--- src/rtl/mips_bus_arbiter.sv ---
// Single Avalon-MM master shared by instruction fetch and data load/store: arbitrates, drives
// registered bus outputs, replicates store lanes and aligns/extends load data.
module mips_bus_arbiter #(
    parameter bit          FETCH_PRIORITY = 1'b0,
    parameter int unsigned MAX_WAIT       = 0
) (
    input  logic        clk,
    input  logic        reset,
    // fetch requester
    input  logic        if_req,
    input  logic [31:0] if_addr,
    output logic        if_ack,
    output logic [31:0] if_rdata,
    // data requester
    input  logic        d_req,
    input  logic        d_we,
    input  logic [31:0] d_addr,
    input  logic [1:0]  d_size,
    input  logic        d_unsigned,
    input  logic [31:0] d_wdata,
    output logic        d_ack,
    output logic [31:0] d_rdata,
    // status
    output logic        misaligned,
    output logic        timeout,
    output logic        busy,
    // Avalon-MM master
    output logic [31:0] address,
    output logic        read,
    output logic        write,
    input  logic        waitrequest,
    output logic [31:0] writedata,
    output logic [3:0]  byteenable,
    input  logic [31:0] readdata
);

    typedef enum logic [2:0] {StIdle, StFetch, StLoad, StStore, StAck} state_e;

    state_e      state_q, state_d;
    logic [31:0] address_q, address_d;
    logic        read_q, read_d;
    logic        write_q, write_d;
    logic [3:0]  byteenable_q, byteenable_d;
    logic [31:0] writedata_q, writedata_d;
    logic [1:0]  lane_q, lane_d;
    logic [1:0]  size_q, size_d;
    logic        uns_q, uns_d;
    logic [31:0] wait_cnt_q, wait_cnt_d;
    logic        if_ack_q, if_ack_d;
    logic        d_ack_q, d_ack_d;
    logic [31:0] if_rdata_q, if_rdata_d;
    logic [31:0] d_rdata_q, d_rdata_d;
    logic        misaligned_q, misaligned_d;
    logic        timeout_q, timeout_d;

    logic grant_fetch;
    logic if_bad;
    logic d_bad;
    logic wait_expired;

    function automatic logic [3:0] lane_enable(logic [1:0] size, logic [1:0] lane);
        logic [3:0] be;
        case (size)
            2'b00:   be = 4'b0001 << lane;
            2'b01:   be = lane[1] ? 4'b1100 : 4'b0011;
            default: be = 4'b1111;
        endcase
        return be;
    endfunction

    function automatic logic [31:0] store_lanes(logic [1:0] size, logic [31:0] wdata);
        logic [31:0] wd;
        case (size)
            2'b00:   wd = {4{wdata[7:0]}};
            2'b01:   wd = {2{wdata[15:0]}};
            default: wd = wdata;
        endcase
        return wd;
    endfunction

    function automatic logic [31:0] load_align(logic [31:0] data, logic [1:0] lane,
                                               logic [1:0] size, logic uns);
        logic [7:0]  b;
        logic [15:0] h;
        logic [31:0] r;
        unique case (lane)
            2'd0: b = data[7:0];
            2'd1: b = data[15:8];
            2'd2: b = data[23:16];
            2'd3: b = data[31:24];
        endcase
        h = lane[1] ? data[31:16] : data[15:0];
        case (size)
            2'b00:   r = {{24{~uns & b[7]}}, b};
            2'b01:   r = {{16{~uns & h[15]}}, h};
            default: r = data;
        endcase
        return r;
    endfunction

    assign grant_fetch  = if_req && (!d_req || FETCH_PRIORITY);
    assign if_bad       = (if_addr[1:0] != 2'b00);
    assign d_bad        = (d_size == 2'b11) || (d_size == 2'b01 && d_addr[0])
                       || (d_size == 2'b10 && d_addr[1:0] != 2'b00);
    // Abort on the MAX_WAIT-th consecutive stalled cycle
    assign wait_expired = (MAX_WAIT != 0) && (wait_cnt_q + 32'd1 == MAX_WAIT);

    always_comb begin
        state_d      = state_q;
        address_d    = address_q;
        read_d       = read_q;
        write_d      = write_q;
        byteenable_d = byteenable_q;
        writedata_d  = writedata_q;
        lane_d       = lane_q;
        size_d       = size_q;
        uns_d        = uns_q;
        wait_cnt_d   = wait_cnt_q;
        if_ack_d     = 1'b0;
        d_ack_d      = 1'b0;
        if_rdata_d   = if_rdata_q;
        d_rdata_d    = d_rdata_q;
        misaligned_d = 1'b0;
        timeout_d    = timeout_q;

        unique case (state_q)
            StIdle: begin
                wait_cnt_d = '0;
                if (grant_fetch) begin
                    address_d = {if_addr[31:2], 2'b00};
                    lane_d    = if_addr[1:0];
                    size_d    = 2'b10;
                    uns_d     = 1'b0;
                    if (if_bad) begin
                        state_d      = StAck;
                        if_ack_d     = 1'b1;
                        misaligned_d = 1'b1;
                        if_rdata_d   = '0;
                    end else begin
                        state_d      = StFetch;
                        read_d       = 1'b1;
                        byteenable_d = 4'b1111;
                    end
                end else if (d_req) begin
                    address_d = {d_addr[31:2], 2'b00};
                    lane_d    = d_addr[1:0];
                    size_d    = d_size;
                    uns_d     = d_unsigned;
                    if (d_bad) begin
                        state_d      = StAck;
                        d_ack_d      = 1'b1;
                        misaligned_d = 1'b1;
                        d_rdata_d    = '0;
                    end else if (d_we) begin
                        state_d      = StStore;
                        write_d      = 1'b1;
                        byteenable_d = lane_enable(d_size, d_addr[1:0]);
                        writedata_d  = store_lanes(d_size, d_wdata);
                    end else begin
                        state_d      = StLoad;
                        read_d       = 1'b1;
                        byteenable_d = lane_enable(d_size, d_addr[1:0]);
                    end
                end
            end
            StFetch, StLoad, StStore: begin
                if (!waitrequest || wait_expired) begin
                    state_d    = StAck;
                    read_d     = 1'b0;
                    write_d    = 1'b0;
                    wait_cnt_d = '0;
                    if (state_q == StFetch) begin
                        if_ack_d   = 1'b1;
                        if_rdata_d = waitrequest ? '0 : readdata;
                    end else begin
                        d_ack_d   = 1'b1;
                        d_rdata_d = (state_q == StLoad && !waitrequest)
                                  ? load_align(readdata, lane_q, size_q, uns_q) : '0;
                    end
                    if (waitrequest) begin
                        timeout_d = 1'b1;
                    end
                end else begin
                    wait_cnt_d = wait_cnt_q + 32'd1;
                end
            end
            StAck: begin
                state_d = StIdle;
            end
            default: begin
                state_d = StIdle;
                read_d  = 1'b0;
                write_d = 1'b0;
            end
        endcase
    end

    always_ff @(posedge clk or posedge reset) begin
        if (reset) begin
            state_q      <= StIdle;
            address_q    <= '0;
            read_q       <= 1'b0;
            write_q      <= 1'b0;
            byteenable_q <= '0;
            writedata_q  <= '0;
            lane_q       <= '0;
            size_q       <= '0;
            uns_q        <= 1'b0;
            wait_cnt_q   <= '0;
            if_ack_q     <= 1'b0;
            d_ack_q      <= 1'b0;
            if_rdata_q   <= '0;
            d_rdata_q    <= '0;
            misaligned_q <= 1'b0;
            timeout_q    <= 1'b0;
        end else begin
            state_q      <= state_d;
            address_q    <= address_d;
            read_q       <= read_d;
            write_q      <= write_d;
            byteenable_q <= byteenable_d;
            writedata_q  <= writedata_d;
            lane_q       <= lane_d;
            size_q       <= size_d;
            uns_q        <= uns_d;
            wait_cnt_q   <= wait_cnt_d;
            if_ack_q     <= if_ack_d;
            d_ack_q      <= d_ack_d;
            if_rdata_q   <= if_rdata_d;
            d_rdata_q    <= d_rdata_d;
            misaligned_q <= misaligned_d;
            timeout_q    <= timeout_d;
        end
    end

    assign address    = address_q;
    assign read       = read_q;
    assign write      = write_q;
    assign byteenable = byteenable_q;
    assign writedata  = writedata_q;
    assign if_ack     = if_ack_q;
    assign d_ack      = d_ack_q;
    assign if_rdata   = if_rdata_q;
    assign d_rdata    = d_rdata_q;
    assign misaligned = misaligned_q;
    assign timeout    = timeout_q;
    assign busy       = (state_q != StIdle);

endmodule

--- config.mk ---
export PLATFORM = sky130hd
export DESIGN_NAME = mips_bus_arbiter
export DESIGN_NICKNAME = d
export VERILOG_FILES = /design/src/rtl/mips_bus_arbiter.sv
export SDC_FILE = /design/constraint.sdc
export NUM_CORES = 1
export LEC_CHECK = 0
export ABC_AREA = 1
export CAP_MARGIN = 30
export CORE_ASPECT_RATIO = 1.75
export CORE_MARGIN = 5
export CORE_UTILIZATION = 40
export DETAILED_ROUTE_END_ITERATION = 10
export PLACE_DENSITY = 0.84
export SLEW_MARGIN = 25
export SYNTH_ARGS = -nofsm -noshare
export SYNTH_HDL_FRONTEND = slang
export SYNTH_SLANG_ARGS = --single-unit
--- constraint.sdc ---
create_clock -name clk -period 8.7 [get_ports clk]
set_input_delay 0.87 -clock clk [delete_from_list [all_inputs] [get_ports clk]]
set_output_delay 0.87 -clock clk [all_outputs]
set_load 0.05 [all_outputs]
### Word level (Yosys, flattened, before mapping)

Index checks and enable logic that the tools add are counted.

* register bits: 145
* bits of input ports: 137
* word-level logic and storage cells: 139

* equal/unequal tests: 27
* shifts and indexed selects: 1
* multiplexer cells: 65
* bitwise operators: 6
* reduce and logical (&&, ||, !) cells: 26

Operators by type and width (count)
* 2-to-1 mux 32 bit: 12
* case mux 32 bit (2 select lines): 4
* case mux 8 bit (4 select lines): 1
* 2-to-1 mux 1 bit: 24
* 2-to-1 mux 8 bit: 3
* inequality test 2 bit (second input constant): 12
* 2-to-1 mux 4 bit: 5
* AND reduction 6 bit: 3
* 2-to-1 mux 16 bit: 1
* 2-to-1 mux 3 bit: 5
* inequality test 3 bit (second input constant): 4
* AND reduction 5 bit: 2
* == test 2 bit (second input constant): 4
* 2-to-1 mux 2 bit: 4
* case mux 4 bit (2 select lines): 1
* nonzero test 2 bit: 4
* == test 2 x 1 -> 1 bit (second input constant): 3
* == test 3 x 2 -> 1 bit (second input constant): 2
* logical NOT 2 bit: 3
* case mux 1 bit (3 select lines): 2
* case mux 3 bit (2 select lines): 1
* logical AND 1 bit: 4
* inverter 1 bit: 4
* case mux 1 bit (2 select lines): 2
* other kinds (11): 15

### Longest topological paths before layout

* depth after elaboration: 11
* depth in mapped cells: 11

### Least setup slack after synthesis

Ideal clock, no wire load.

* path type: input -> register
* start: in d_size[1]
* end: reg writedata_q[0] (netlist: writedata[0])
* library setup time: 0.119 ns
* arrival time: 1.723 ns
* required time: 8.581 ns
* setup slack: 6.859 ns
* stages on the path: 8
* buffers on the path: 2
* cell sequence: buf_2 inv_1 nand2_1 nand2_2 nand3_4 buf_6 nand2_2 o21ai_2

* word-level cells in the longest chain between the ends: 6

Ends and longest elaborated chain
* from (decl): RTL line 18 `input logic [1:0] d_size,`
* == test 2 x 1 -> 1 bit: RTL line 103 `assign d_bad = (d_size == 2'b11) || (d_size == 2'b01 && d_addr[0])`
* logical AND 1 bit: RTL line 103
* logical OR 1 bit: RTL line 103
* logical OR 1 bit *: RTL line 104 `|| (d_size == 2'b10 && d_addr[1:0] != 2'b00);`
* inverter 1 bit (no source line) *
* AND reduction 5 bit (no source line) *
* to (signal assigned): RTL line 222 `writedata_q <= writedata_d;`
* to (decl): RTL line 44 `logic [31:0] writedata_q, writedata_d;`

Mark *: on every way between the ends. The rest lies on a longest branch, timed or not.
A chain may end at the register's enable or synchronous reset.

### Worst setup path after layout

* start: in d_req
* end: reg if_rdata_q[7] (netlist: if_rdata[7])

* word-level cells in the longest chain between the ends: 4

Ends and longest elaborated chain
* from (decl): RTL line 15 `input logic d_req,`
* logical NOT 1 bit: RTL line 101 `assign grant_fetch = if_req && (!d_req || FETCH_PRIORITY);`
* logical AND 1 bit: RTL line 101
* inequality test 2 bit (no source line)
* AND reduction 5 bit (no source line)
* to (signal assigned): RTL line 229 `if_rdata_q <= if_rdata_d;`
* to (decl): RTL line 51 `logic [31:0] if_rdata_q, if_rdata_d;`

No other way between the ends.

==> impl_metrics.yaml <==
power_and_ir_drop:
  pwr-share-seq_pct: 26.5
  combPwrFrac_pct: 56.2
  clkPwrFrac_pct: 17.3
  power.density_mw_per_mm2: 412
  p_leak_nw: 5.02
  swShare_pct: 49.5
  finalPower_mw: 4.47
  p_int_mw: 2.26
  p_sw_mw: 2.21
  peakVddDrop_mv: 0.197
clocking:
  clk_pin_slew_ns: 0.06
  postCtsSetupRepairBufs: 0
  root_buffer: "clkbuf_16"
  htreeDepth: 4
  cts_resized: 0
  cts_num_sinks: 143
  ctsLongestPathBuffers: 2
  clkLatencyLatePin_ns: 0.42
  cts_tree: "done"
  cts_buffers: 17
  ctsHoldBuffers: 0
timing:
  drv_slew: 0
  finalCritPeriodShare_pct: 33.4
  rsz0062_at_grt: "false"
  period_minus_slack_ns: 2.90
  final.setup_skew_ns: 0.00776
  fmax_mhz: 345
  worst_hold_slack_ns: 0.473
  setup_slack_ns: 5.80
  finalSetupViolations: 0
  relSlewSlack_pct: 45.7
  worst_pin_slew_ns: 0.814
  tns_ns: 0
  hold_viol: 0
logic_synthesis:
  synth_edf_count: 0
  synth_cell_types: 30
  synth_compound_area_share_pct: 14.3
  synth_most_common_cell: "nand2_1"
  synthAdderAreaFrac_pct: 0
  synth.area.mux_share_pct: 0
  async_flop_share_pct: 100
  synth_ff_type: "dfrtp_1"
  synth_area_per_cell_um2: 8.00
  syn-cell-area_mm2: 0.00749
  synth.top_cell.area_share_pct: 47.8
  synth_xor_area_share_pct: 0
  synth_top_area_cell: "dfrtp_1"
  ys_ff_latch: 143
  ys_warn_count: 0
  synth_area_leaders: "dfrtp_1 (48%), nand2_1 (16%), nor2_1 (5.2%)"
  syn_inst: 936
  synth-simple-area-share_pct: 28.9
  seq_area_frac_synth_pct: 47.8
  synth_top_family_by_area: "simple AND/OR/NAND/NOR gates"
  synthTopCellsByCount: "nand2_1 (326), dfrtp_1 (143), nor2_1 (103)"
worst_setup_path:
  cp_common_cell: "nand2_2"
  worstPathArrival_ns: 3.24
  endpoint_kind: "flop"
  required_ns: 9.04
  max_stage_delay_ns: 0.58
  critPathKind: "in2reg"
  cp_slowest_cell: "buf_4"
  path_cells: "clkdlybuf4s50_1 > inv_1 > nand2_2 > nor2_1 > nand2_2 > o21ai_4 > buf_4 > nand3_1 > o21ai_1"
  critical_path.top_delay_family: "buffers and inverters"
  critPathLaunchType: "input pin"
  critPathBufInv: 3
  crit_fanout: 65
floorplanning:
  placementRows: 66
  initial_core_util_pct: 40.5
  coreArea_mm2: 0.0185
  die_area_mm2: 0.0217
  chipWidth_um: 113
  fp.dieH_um: 191
  ioPinCount: 276
finish:
  antenna_cells: 0
  n_fill_cell: 1699
  drive_gt1_share_pct: 11.0
  synthToLayoutAreaGrowth_pct: 44.8
  fin_nets: 1321
routing:
  avgViaCountPerCell: 5.07
  dr.pass1.iters: 5
  routed_wl_mm: 25.0
  wl_per_cell_um: 17.4
  ant_nets: 0
  num_vias: 7267
  drcViolationCount: 0
  first_iter_violations: 428
place:
  io_buffers: 272
  dp_slack_ns: 5.34
  place_congestion: 0.996
  dpl.hpwl_mm: 18.9
global_route:
  track_usage_pct: 23.2
  grt_max_degree: 80
  grt_pass1_vias: 7265
  grt_pass1_wl_mm: 39.0
  antenna_found_initial: 0
  grt-ovfl-total: 0
min_path:
  min_path_type: "reg2reg"
outcome:
  outcome: "finished, final reports clean"
flow_run:
  maxCapViolCount: 0
-- state kept, by name, indices dropped and copies added, names as in the netlist --
register	flops
byteenable	4
uns_q	1
if_rdata	32
write	1
d_ack	1
state_q	3
size_q	2
writedata	32
d_rdata	32
address	30
read	1
misaligned	1
lane_q	2
if_ack	1
-- path summary, 6_finish.rpt --
kind,start,endpoint,slack [ns],cells after the start
min reg2reg,writedata[26]$_DFFE_PP0P_,writedata[26]$_DFFE_PP0P_,0.47,2
max in group asynchronous,reset,writedata[23]$_DFFE_PP0P_,6.70,4
min,writedata[26]$_DFFE_PP0P_,writedata[26]$_DFFE_PP0P_,0.47,2
max,d_req,if_rdata[7]$_DFFE_PP0P_,5.80,9
max reg2reg,size_q[1]$_DFFE_PP0P_,d_rdata[28]$_DFFE_PP0P_,6.38,9
min in group asynchronous,reset,if_rdata[10]$_DFFE_PP0P_,0.96,2
-- cell usage in the layout (no fill, tap or decap), drive strengths merged, types with 4 or more instances in the layout --
| cell type | instances |
|---|---|
| bufinv | 4 |
| clkbuf | 20 |
| a21oi | 34 |
| o31ai | 30 |
| nor2 | 109 |
| dfrtp | 143 |
| nand2 | 341 |
| buf | 6 |
| nand3 | 56 |
| clkinv | 5 |
| clkdlybuf4s50 | 272 |
| o21ai | 85 |
| nand4 | 4 |
| inv | 76 |
-- power by group through the flow --
stage	logic (mW)	clock network [mW]	registers [mW]
finish	2.51	0.774	1.18
global route	2.66	0.817	1.22
CTS	2.53	0.790	1.18
detailed placement	2.53	0	1.19
global placement	2.50	0	1.18
floorplan	0.724	0	2.15
-- area by class of cell --
class                   instances  area, µm²  share of cell area [%]
inverters                      77        302                    2.78
flip-flops and latches        143       3580                    33.0
clock inverters                10        163                    1.50
clock buffers                  20        457                    4.21
repair buffers                278       2790                    25.7
multi-input cells             667       3260                    30.1
well taps                     238        298                    2.74
-- cell families (layout without fill, tap and decap cells) --
group	Yosys count	after routing
compound gates	153	153
buf+inv	128	385
flops	143	143
other cells	1	3
simple gates	511	511
-- stage by stage --
step | instance area, µm² | util [%] | std cells
finish | 10900 | 58.7 | 1433
global route | 10900 | 58.7 | 1433
CTS | 10800 | 58.5 | 1432
detailed placement | 10200 | 55.2 | 1402
global placement | 10200 | 55.1 | 1401
floorplan | 7500 | - | 938
-- metal layers --
metal / part of all wire, % / track usage, %
met4: 4.6 / 12.3
met3: 6.4 / 5.48
met5: 0 / 0
met1: 35 / 24.5
met2: 54 / 42.2
-- worst reg2reg max path: stages (launching register included) --
cell and delay, ns:
dfrtp_1 0.67, inv_2 0.32, nand2_1 0.40, inv_1 0.23
nand3_1 0.14, nand2_1 0.06, inv_1 0.10, nand2_4 0.13
nand2_1 0.11, nand2_1 0.06
Note: power is estimated with default switching activity, not from simulation.
==> RTL edit 1 (same settings) <==
Reset style: synchronous (`reset`), changed in one clocked block.
--- a/src/rtl/mips_bus_arbiter.sv
+++ b/src/rtl/mips_bus_arbiter.sv
@@ -195,7 +195,7 @@
         endcase
     end
 
-    always_ff @(posedge clk or posedge reset) begin
+    always_ff @(posedge clk) begin
         if (reset) begin
             state_q      <= StIdle;
             address_q    <= '0;
Formal check against the unedited RTL: differs if reset is asserted again (counterexample within 4 cycles, from zero or initial values and one cycle with reset high); with reset held inactive, the same outputs for 4 cycles.
==> RTL edit 1 against the unedited design <==
Setup slack lost 0.44 ns. Final cell count shrank 3.3%. Final area shrank 9.2%. Highest routed layer unchanged. Global-route usage grew 0.58 points. Routed wire length shrank 6.6%. Via count grew 0.87%. Fmax shrank 13%. Die area shrank 11%. Sequential cell count is the same. Non-clock buffer count is the same. Core utilization grew 1.8 points. Area after synthesis shrank 12%.
Power is not compared: it rests on default switching activity, and its combinational part moved more than twofold at a synthesized area within 25%.
==> RTL edit 1: results (changes against the unedited design) <==
post-synthesis mux area share 0% (unchanged); crit path from d_size[1] (was d_req); initial antenna violation count 1 (was 0); Post-synth ARST share 0% (was 100.0%); worst reg-to-reg path cell count 7 (was 9); Reg2Reg Launch Point size_q[1] (unchanged); Worst path max stage delay 0.90 ns (was 0.58 ns); Slew headroom 37.33% (was 45.73%); CTS Buf Count 17 (unchanged); count of non-filler cells in the finished layout 1,385 (was 1,433); Setup WS pre-CTS 4.995 ns (was 5.341 ns); post-CTS setup-driven buffer insertion count 0 (unchanged); Synth Area in Compound Gates 21.55% (was 14.35%); Max VDD drop 144.0 uV; commonest cells in the netlist 272 x nand2_1, 143 x dfxtp_1, 112 x a21oi_1 (was 326 x nand2_1, 143 x dfrtp_1, 103 x nor2_1); Initial DRC Count 431 (was 428); clock skew 0.01099 ns (was 0.007760 ns); share of layout cells above drive strength 1 4.866% (was 10.96%); GRT Total Usage 23.78% (was 23.21%); CTS resizes 0 (unchanged); HPWL after detailed placement 17,600 um (was 18,930 um); Seq/Total Area, Yosys 43.52% (was 47.77%); Distinct cells, synth 35 (was 30); Post-Synth Adder-Cell Area 0% (unchanged); Pre-antenna DRT Iters 5 (unchanged); Final WS setup 5.357 ns (was 5.798 ns); CP arrival 3.69 ns (was 3.24 ns); crit path max fanout 42 (was 65); Critical Path End writedata[27] (was if_rdata[7]); Reg-to-Reg End d_rdata[21] (was d_rdata[28]); number of global-route vias before repair 7,041 (was 7,265); Ys Warns 0 (unchanged); FILL cells 1,485 (was 1,699); grt met2 use 44.25% (was 42.17%); Clk Latency, worst-skew pair 0.41 ns; Mean Syn Cell Area 6.953 um^2 (was 8.003 um^2); CTS clock-pin slew for the worst setup and hold paths 0.07 ns; clock buffer depth 2 (unchanged); critical path's top delay family buffers and inverters (unchanged); fin nets 1,316 (was 1,321); met1 Track Usage GR 23.68% (was 24.49%); largest cells by area after synthesis dfxtp_1 44%, nand2_1 16%, a21oi_1 8.5%, o21ai_0 6.5%, nor2_1 4.9% (was dfrtp_1 48%, nand2_1 16%, nor2_1 5.2%, o31ai_2 4.7%, inv_1 3.4%); Slowest cell on crit path clkdlybuf4s50_1 (was buf_4); met3 GRT Util 4.953% (was 5.480%); Buffers on Ports 272 (unchanged); Placement Cell Area 9233 um^2 (was 10,200 um^2); root buf cell clkbuf_16 (unchanged); Synth Area in XOR/XNOR 0% (unchanged); status complete, no violations (unchanged); Synth Flop Type dfxtp_1 (was dfrtp_1); routability cong. 0.9916 (was 0.9958); wire per inst 16.86 um (was 17.44 um); DR vias/cell 5.292 (was 5.071); leakage 3.788 nW; H-Tree Depth 4 (unchanged); largest net degree at the start of global routing 74 (was 80); flop2flop setup slack 6.39 ns (was 6.38 ns); switching share of power 37.44%; Inst Count DP 1,352 (was 1,402); first-pass GRT wire length 36,320 um (was 39,010 um)
RTL edit 1: cell types whose count changed after synthesis, sizes merged, moves of 31 or more:
cell    unedited run  this run
nand2            341       274
inv               76        45
a21oi             34       114
clkbuf             8        40
a31oi              0        32
dfrtp            143         0
dfxtp              0       143
RTL edit 1: worst reg2reg max path, delay by kind of cell, from the launching register on:
kind,cells,cell delay (ns)
buf+inv,1,0.35
flops,1,0.92
compound gates,2,0.14
simple gates,4,0.75
RTL edit 1: kinds of logic (layout without fill, tap and decap cells):
logic type,after synthesis,in the layout
compound gates,261,261
buf+inv,111,355
other cells,1,4
flops,143,143
simple gates,430,430
RTL edit 1: stage by stage:
stage | power (mW) | hold WS [ns]
5_1_grt | 2.390 | 0.4788
3_3_place_gp | 1.531 | 0.4428
4_1_cts | 2.296 | 0.4639
2_1_floorplan | 1.295 | 0.4409
6_report | 2.286 | 0.4624
3_5_place_dp | 1.537 | 0.4494
RTL edit 1: worst min-delay path by stage:
stage | startpoint | endpoint | cells after the start
floorplan | uns_q | uns_q | 2
global route | if_rdata[12] | if_rdata[12] | 2
detailed placement | read | read | 2
CTS | read | read | 2
global placement | read | read | 2
finish | write | write | 2
RTL edit 1: metal layers:
layer / vias to the layer above / wire length (um)
met2: 343 / 12380
met5: - / 0
li1: 3608 / -
met3: 72 / 1732
met4: 0 / 1399
met1: 3307 / 7845
RTL edit 1: final cells by class:
type	instances	area, um^2	area share, %
Multi-Input combinational cell	694	3198	32.47
Sequential cell	143	2863	29.07
Timing Repair Buffer	278	2763	28.05
Clock buffer	18	429.2	4.357
Tap cell	192	240.2	2.439
Clock inverter	14	185.2	1.880
Inverter	45	168.9	1.715
Antenna cell	1	2.502	0.02541
RTL edit 1: power by group through the flow:
| stage | combinational, mW | sequential [mW] | clock, mW |
|---|---|---|---|
| final | 0.762 | 0.767 | 0.757 |
| after detailed placement | 0.757 | 0.780 | 0 |
| after global routing | 0.818 | 0.775 | 0.797 |
| after floorplan | 0.323 | 0.971 | 0 |
| after CTS | 0.761 | 0.767 | 0.768 |
| after global placement | 0.752 | 0.778 | 0 |
==> RTL edit 2 (same settings) <==
Made on the original files. Change the parameter `FETCH_PRIORITY` from 1'b0 to 1'b1.
--- a/src/rtl/mips_bus_arbiter.sv
+++ b/src/rtl/mips_bus_arbiter.sv
@@ -1,7 +1,7 @@
 // Single Avalon-MM master shared by instruction fetch and data load/store: arbitrates, drives
 // registered bus outputs, replicates store lanes and aligns/extends load data.
 module mips_bus_arbiter #(
-    parameter bit          FETCH_PRIORITY = 1'b0,
+    parameter bit          FETCH_PRIORITY = 1'b1,
     parameter int unsigned MAX_WAIT       = 0
 ) (
     input  logic        clk,
Formal check against the unedited RTL: not equivalent (Yosys sat finds a counterexample within 4 cycles, from zero or initial values and one cycle with reset high).
==> RTL edit 2 against the unedited design <==
Non-clock buffer count rose by 3. Fmax down 0.40%. Die area shrank 4.1%. Setup slack got worse by 0.012 ns. Power fell by 9.3%. Largest power group unchanged. Routed wire length shrank 2.3%. Area after synthesis down 4.4%. Final area decreased by 1.8%. Count of clock-buffer cells in the layout stayed put. Sequential cell count did not move. Synthesized cell count increased by 0.11%.
==> RTL edit 2: results (changes against the unedited design) <==
GRT Total Usage 23.20% (was 23.21%); Ys Warns 0 (unchanged); largest net degree at the start of global routing 90 (was 80); CP arrival 3.21 ns (was 3.24 ns); wire per inst 17.06 um (was 17.44 um); share of layout cells above drive strength 1 5.259% (was 10.96%); Worst Max-Slew Pin Slew 0.8805 ns (was 0.8141 ns); HPWL after detailed placement 18,140 um (was 18,930 um); Max VDD drop 237.1 uV (was 196.9 uV); initial antenna violation count 1 (was 0); critical path's top delay family buffers and inverters (unchanged); leakage 4.887 nW (was 5.018 nW); Distinct cells, synth 28 (was 30); switching share of power 48.26% (was 49.49%); Worst path max stage delay 0.61 ns (was 0.58 ns); first-pass GRT wire length 38,630 um (was 39,010 um); Post-synth ARST share 100.0% (unchanged); commonest cells in the netlist 297 x nand2_1, 143 x dfrtp_1, 96 x nor2_1 (was 326 x nand2_1, 143 x dfrtp_1, 103 x nor2_1); largest cells by area after synthesis dfrtp_1 50%, nand2_1 16%, nand3_1 5.6%, nor2_1 5.0%, o21ai_0 5.0% (was dfrtp_1 48%, nand2_1 16%, nor2_1 5.2%, o31ai_2 4.7%, inv_1 3.4%); Initial DRC Count 540 (was 428); Slowest cell on crit path clkinv_2 (was buf_4); crit path max fanout 63 (was 65); status complete, no violations (unchanged); Synth Flop Type dfrtp_1 (unchanged); Hold Path Class reg -> reg (unchanged); DR vias/cell 5.115 (was 5.071); number of global-route vias before repair 7,340 (was 7,265); Seq/Total Area, Yosys 49.95% (was 47.77%); fin nets 1,322 (was 1,321); Placement Cell Area 10,000 um^2 (was 10,200 um^2); Setup WS pre-CTS 5.630 ns (was 5.341 ns); routability cong. 0.9427 (was 0.9958); clock skew 0.009563 ns (was 0.007760 ns)
[RTL edit 2: changes by cell type after synthesis, sizes merged]
cell / before / now
nand2: 341 / 300
nand3: 56 / 82
o21ai: 85 / 102
clkbuf: 8 / 20
nor2: 109 / 99
buf: 43 / 34
a21oi: 34 / 36
nand4: 4 / 6
o22ai: 2 / 4
clkinv: 1 / 0
nor3: 1 / 2
[RTL edit 2: final cells by class]
| class | instances | area (um^2) |
|---|---|---|
| fillers | 1490 | 6887 |
| flip-flops and latches | 143 | 3578 |
| multi-input cells | 666 | 3018 |
| repair buffers | 281 | 2829 |
| clock buffers | 20 | 456.7 |
| inverters | 76 | 291.5 |
| well taps | 231 | 289.0 |
| clock inverters | 12 | 182.7 |
| diodes | 2 | 5.005 |
[RTL edit 2: final timing paths]
path,from,end,slack [ns],cells after the start
hold / removal,read,read,0.47,2
hold reg to reg,read,read,0.47,2
setup / recovery,if_req,address[5],5.79,6
setup reg to reg,size_q[1],d_rdata[17],6.04,9
max in group asynchronous,reset,d_rdata[13],6.50,3
min in group asynchronous,reset,address[4],0.99,2
[RTL edit 2: worst min-delay path, cell delays in order (launching register included)]
cell and delay (ns):
dfrtp_1 0.35, nand2_1 0.05, nand2_1 0.04
[RTL edit 2: through the flow]
step / std cells / total power [mW]
detailed placement: 1397 / 3.271
floorplan: 939 / 2.518
global placement: 1393 / 3.237
CTS: 1429 / 4.082
global route: 1430 / 4.256
finish: 1431 / 4.054
[RTL edit 2: cell families (layout without fill, tap and decap cells)]
family / Yosys count / in the layout / synth area share (%)
flops: 143 / 143 / 49.95
simple gates: 489 / 489 / 28.20
other cells: 1 / 5 / 0.05234
buf+inv: 130 / 389 / 8.138
compound gates: 174 / 174 / 13.66
[RTL edit 2: metal layers]
layer / global-route usage (%) / part of all wire [%] / up-vias
li1: - / - / 3526
met1: 24.27 / 35 / 3398
met2: 41.89 / 53 / 319
met3: 4.856 / 6.1 / 76
met4: 14.24 / 5.4 / 0
met5: 0 / 0 / -
[RTL edit 2: power by group through the flow]
stage,registers (mW),logic [mW],clock network (mW)
global placement,1.10,2.14,0
finish,1.10,2.16,0.792
global route,1.13,2.29,0.836
floorplan,1.94,0.575,0
detailed placement,1.10,2.17,0
CTS,1.10,2.18,0.804
